[config.mk]
export PLATFORM = sky130hd
export DESIGN_NAME = commit_stage
export DESIGN_NICKNAME = d
export VERILOG_FILES = /design/src/rtl/commit_stage_pkg.sv /design/src/rtl/commit_stage.sv
export SDC_FILE = /design/constraint.sdc
export NUM_CORES = 1
export LEC_CHECK = 0
export CORE_UTILIZATION = 35
export DETAILED_ROUTE_END_ITERATION = 7
export PLACE_DENSITY_LB_ADDON = 0.25
export SKIP_CTS_REPAIR_TIMING = 1
export SLEW_MARGIN = 20
export SYNTH_ARGS = -nofsm -noshare
export SYNTH_HDL_FRONTEND = slang
export SYNTH_SLANG_ARGS = --single-unit
[constraint.sdc]
create_clock -name clock -period 2.2 [get_ports clock]
set_input_delay 0.33 -clock clock [delete_from_list [all_inputs] [get_ports clock]]
set_output_delay 0.33 -clock clock [all_outputs]
set_load 0.02 [all_outputs]
[src/rtl/commit_stage_pkg.sv]
// Shared types for the retirement path: ROB head entry layout, datapath widths
// and the commit-stage state encoding.
package commit_stage_pkg;

    localparam int unsigned XLEN  = 32;
    localparam int unsigned REG_W = 5;

    localparam logic [REG_W-1:0] ZERO_REG = REG_W'(0);

    localparam logic TRUE  = 1'b1;
    localparam logic FALSE = 1'b0;

    typedef struct packed {
        logic             valid;
        logic             wr_mem;
        logic [REG_W-1:0] dest_reg;
        logic [XLEN-1:0]  value;
        logic [XLEN-1:0]  dest_addr;
    } ROB_ENTRY;

    typedef enum logic {
        IDLE      = 1'b0,
        STORE_REQ = 1'b1
    } COMMIT_STATE;

endpackage

[src/rtl/commit_stage.sv]
// In-order retirement of the ROB head: ALU results go straight to the register
// file; stores wait on a memory handshake before the head is dequeued.
module commit_stage
    import commit_stage_pkg::*;
#(
    parameter int unsigned MAX_STORE_WAIT = 15,
    parameter int unsigned CNT_WIDTH      = 32
) (
    input  logic                 clock,
    input  logic                 reset,
    input  ROB_ENTRY             head_entry,
    input  logic                 head_ready,
    input  logic                 halt,
    input  logic                 mem_req_ready,
    output logic                 commit,
    output logic                 rf_wr_en,
    output logic [REG_W-1:0]     rf_wr_idx,
    output logic [XLEN-1:0]      rf_wr_data,
    output logic                 mem_req_valid,
    output logic [XLEN-1:0]      mem_req_addr,
    output logic [XLEN-1:0]      mem_req_data,
    output logic [CNT_WIDTH-1:0] retired_count,
    output logic                 store_timeout
);

    localparam int unsigned WAIT_W = $clog2(MAX_STORE_WAIT + 1);

    COMMIT_STATE       state;
    logic              retire_alu;
    logic              start_store;
    logic              store_accept;
    logic              wait_inc;
    logic [WAIT_W-1:0] wait_cnt;

    // Decode this cycle's action; the stage is inert while reset is held.
    always_comb begin
        retire_alu   = FALSE;
        start_store  = FALSE;
        store_accept = FALSE;
        if (reset) begin
            case (state)
                IDLE: begin
                    if (head_entry.valid && head_ready && !halt) begin
                        if (head_entry.wr_mem) begin
                            start_store = TRUE;
                        end else begin
                            retire_alu = TRUE;
                        end
                    end
                end
                STORE_REQ: store_accept = mem_req_ready;
                default: ;
            endcase
        end
    end

    always_comb begin
        commit        = retire_alu | store_accept;
        rf_wr_en      = retire_alu && (head_entry.dest_reg != ZERO_REG);
        rf_wr_idx     = retire_alu ? head_entry.dest_reg : ZERO_REG;
        rf_wr_data    = retire_alu ? head_entry.value : XLEN'(0);
        mem_req_valid = (state == STORE_REQ);
        wait_inc      = (state == STORE_REQ) && !mem_req_ready &&
                        (wait_cnt != WAIT_W'(MAX_STORE_WAIT));
    end

    always_ff @(posedge clock or negedge reset) begin
        if (!reset) begin
            state <= IDLE;
        end else begin
            case (state)
                IDLE:      if (start_store)  state <= STORE_REQ;
                STORE_REQ: if (store_accept) state <= IDLE;
                default:   state <= IDLE;
            endcase
        end
    end

    // Request payload is captured once so a moving ROB head cannot disturb it.
    always_ff @(posedge clock or negedge reset) begin
        if (!reset) begin
            mem_req_addr <= XLEN'(0);
            mem_req_data <= XLEN'(0);
        end else if (start_store) begin
            mem_req_addr <= head_entry.dest_addr;
            mem_req_data <= head_entry.value;
        end
    end

    always_ff @(posedge clock or negedge reset) begin
        if (!reset) begin
            wait_cnt <= WAIT_W'(0);
        end else if (start_store) begin
            wait_cnt <= WAIT_W'(0);
        end else if (wait_inc) begin
            wait_cnt <= wait_cnt + WAIT_W'(1);
        end
    end

    // Sticky flag raised on the edge where the wait counter reaches its limit.
    always_ff @(posedge clock or negedge reset) begin
        if (!reset) begin
            store_timeout <= FALSE;
        end else if (wait_inc && (wait_cnt == WAIT_W'(MAX_STORE_WAIT - 1))) begin
            store_timeout <= TRUE;
        end
    end

    always_ff @(posedge clock or negedge reset) begin
        if (!reset) begin
            retired_count <= CNT_WIDTH'(0);
        end else if (commit) begin
            retired_count <= retired_count + CNT_WIDTH'(1);
        end
    end

endmodule

==> flow_summary.ini <==
[timing]
setup-violations-final = 22
min_period_ns = 2.22
timing_hold_violations_final = 0
max_slew_margin = 0.465
finalClockSkew_ns = 0.00511
fmaxAchievable_mhz = 449
final_worst_path_setup_slack_ns = -0.0248
ratio_of_final_minimum_period_to_clock_period = 1.01
final-max-slew-violation-count = 0
max_slew.worst_pin.slew_ns = 0.802
grt_setup_unrepaired = true
total_negative_setup_slack_ns = -0.245

[drt]
via_count = 3719
total_wire_length_um = 13400
detail_route.vias_per_cell = 4.89
starting_drc_count_in_detailed_routing = 129
drt_first_pass_iters = 4
ant_nets = 0
drc_errors = 0
avg_wl_per_cell_um = 17.6

[setup_path]
startpoint_type = flip-flop
critPathRequiredTime_ns = 1.87
critPathCaptureType = primary output
worst-endpoint-arrival_ns = 1.89
cells_along_the_critical_path = or4b_4, nor2_4, buf_12, buf_6, and2_1, buf_4
critPathKind = reg -> out
r2r-end = retired_count[27]
slowest_cell_delay_on_critical_path_ns = 0.51
regToRegStartpoint = mem_req_valid
ff2ff_setup_slack_ns = 0.07
critical-path-slowest-cell = sky130_fd_sc_hd__or4b_4
r2r.worst_path.cells = 6
cp_max_fo = 9

[logic_synthesis]
synth_top_cell_by_area = sky130_fd_sc_hd__dfrtp_1
synth.area.top_cells = sky130_fd_sc_hd__dfrtp_1 56%, sky130_fd_sc_hd__mux2_2 16%, sky130_fd_sc_hd__and2_1 5.3%
synth.yosys.warnings = 0
yosysUniqueCellTypes = 32
synth.avg_cell_area_um2 = 12.9
synth_seq_cells = 102
synthesis.instances = 355
yosysSeqAreaShare = 0.557
mappedNetlistArea_um2 = 4580
mappedNetlistNets = 434
netlist.area_leader.share = 0.557

[place]
portBuffers = 212
place.gp.congestion = 0.787
detailedPlacementHpwl_um = 9480

[power]
power.static_leakage_nw = 3.38
vdd.ir_drop.worst_uv = 386
power.density_nw_per_um2 = 753
power_consumption_mw = 5.61

[worst_hold_path]
min_path_type = in -> async

[clocking]
clock_transition_at_the_registers_of_the_reported_paths_ns = 0.07
cts-htree-levels = 3
cts.sink_count = 102
clk_root_buf = sky130_fd_sc_hd__clkbuf_16
worst_skew_late_latency_ns = 0.34
max-clock-path-buffers = 2
cts_inserted_buffers = 9
cts_tree = yes

[global_routing]
grt_antenna_before_repair = 0
total_congestion_overflow_after_global_routing = 0
first_global_vias = 3634
maximum_number_of_pins_on_one_net_before_global_route_repair = 63
gr-usage-all-layers = 0.182
grt_first_pass_wirelength_um = 18800

[layout]
ant_diodes = 0
finish.utilization = 0.589
final_layout_size_suffix_gt1_frac = 0.292
area_growth_pct = 62.7
number_of_nets_in_the_layout = 663

[floorplan]
dieArea_um2 = 13600
die_height_um = 116
floorplan.core_area_um2 = 12700
dieWidth_um = 116
initial_util = 0.362
io_pins = 213
placement_rows = 41

[outcome]
outcome = complete, but fails checks
violations = negative setup slack

[job]
cap_viol_max_count = 0
==> layout by cell type, fill, tap and decap left out, types with 4 or more instances in the layout <==
cell type | netlist | routed
sky130_fd_sc_hd__and2_4 | 0 | 14
sky130_fd_sc_hd__nand4_1 | 10 | 10
sky130_fd_sc_hd__and4_1 | 9 | 9
sky130_fd_sc_hd__and2_1 | 39 | 25
sky130_fd_sc_hd__nor3_1 | 7 | 7
sky130_fd_sc_hd__clkdlybuf4s50_1 | 0 | 170
sky130_fd_sc_hd__clkbuf_16 | 0 | 11
sky130_fd_sc_hd__buf_4 | 0 | 30
sky130_fd_sc_hd__xnor2_1 | 12 | 12
sky130_fd_sc_hd__nand3_1 | 14 | 13
sky130_fd_sc_hd__xor2_1 | 21 | 21
sky130_fd_sc_hd__buf_6 | 1 | 26
sky130_fd_sc_hd__nor4_2 | 8 | 6
sky130_fd_sc_hd__nand2_1 | 21 | 21
sky130_fd_sc_hd__mux2_2 | 64 | 64
sky130_fd_sc_hd__nor4_4 | 1 | 4
sky130_fd_sc_hd__dfrtp_1 | 102 | 102
sky130_fd_sc_hd__and3_1 | 8 | 8
==> metrics by stage <==
stage,setup slack [ns],instances,cell area [um2],hold WS (ns)
after floorplan,0.0600,355,4580,0.0344
after global placement,-0.526,739,7000,0.459
after detailed placement,-0.548,739,7000,0.473
after CTS,-0.552,755,7280,0.184
after global routing,-0.0738,761,7460,0.223
final,-0.0248,761,7460,0.168
==> layout make-up <==
cell class	instances	area, um2
Fill cell	1090	5210
Timing Repair Buffer	233	2350
Tap cell	172	215
Multi-Input combinational cell	236	2040
Sequential cell	102	2550
Clock inverter	6	46.3
Inverter	2	7.51
Clock buffer	10	239
==> registers in the layout, indices dropped and copies added (netlist names) <==
signal         cells
store_timeout      1
mem_req_valid      1
wait_cnt           4
mem_req_data      32
retired_count     32
mem_req_addr      32
==> cells in the mapped netlist, drive strengths merged <==
cell type / instances
mux2: 64
nand4b: 2
xor2: 21
and4bb: 1
inv: 2
xnor2: 12
ha: 3
nand3b: 1
and2: 39
buf: 11
o21bai: 1
nor2: 3
nor4: 10
nand2: 21
clkbuf: 4
dfrtp: 102
o21a: 2
or4: 2
nand4: 10
and4: 9
or4b: 1
o21ai: 2
nand3: 15
and3: 8
nor3: 7
nor4b: 1
and4b: 1
==> how the worst max path moves through the flow <==
stage | from | endpoint | slack (ns)
CTS | halt | rf_wr_data[8] | -0.55
floorplan | mem_req_valid | rf_wr_data[10] | 0.06
global placement | halt | rf_wr_data[26] | -0.53
global route | mem_req_valid | rf_wr_data[17] | -0.07
finish | mem_req_valid | rf_wr_data[4] | -0.02
detailed placement | halt | rf_wr_data[8] | -0.55
==> critical path: cells and delay by family, from the launching register on <==
family,cells,cell delay [ns]
buffers and inverters,3,0.41
flip-flops,1,0.38
AND/OR/NAND/NOR,3,0.76
==> power by group <==
part	internal (mW)	switching (mW)	total, mW
registers	2.20	0.206	2.41
logic	0.917	0.771	1.69
clock network	0.807	0.709	1.52
==> metal layers <==
| layer | global-route usage | up-vias | wire length (um) |
|---|---|---|---|
| met5 | 0 | - | 0 |
| met4 | 0.0675 | 0 | 238 |
| met3 | 0.0446 | 20 | 1130 |
| met2 | 0.323 | 154 | 6990 |
| met1 | 0.211 | 1832 | 5050 |
| li1 | - | 1713 | - |
==> kinds of logic after synthesis <==
group | after synthesis | share of synthesized area
AOI/OAI and AO/OA | 5 | 0.00873
muxes | 64 | 0.157
xor gates and xnor gates | 33 | 0.0630
buffers and inverters | 17 | 0.0183
DFF | 102 | 0.557
and+or+nand+nor | 131 | 0.188
adders and majority gates | 3 | 0.00819
Power figures use the tool's default switching activity.
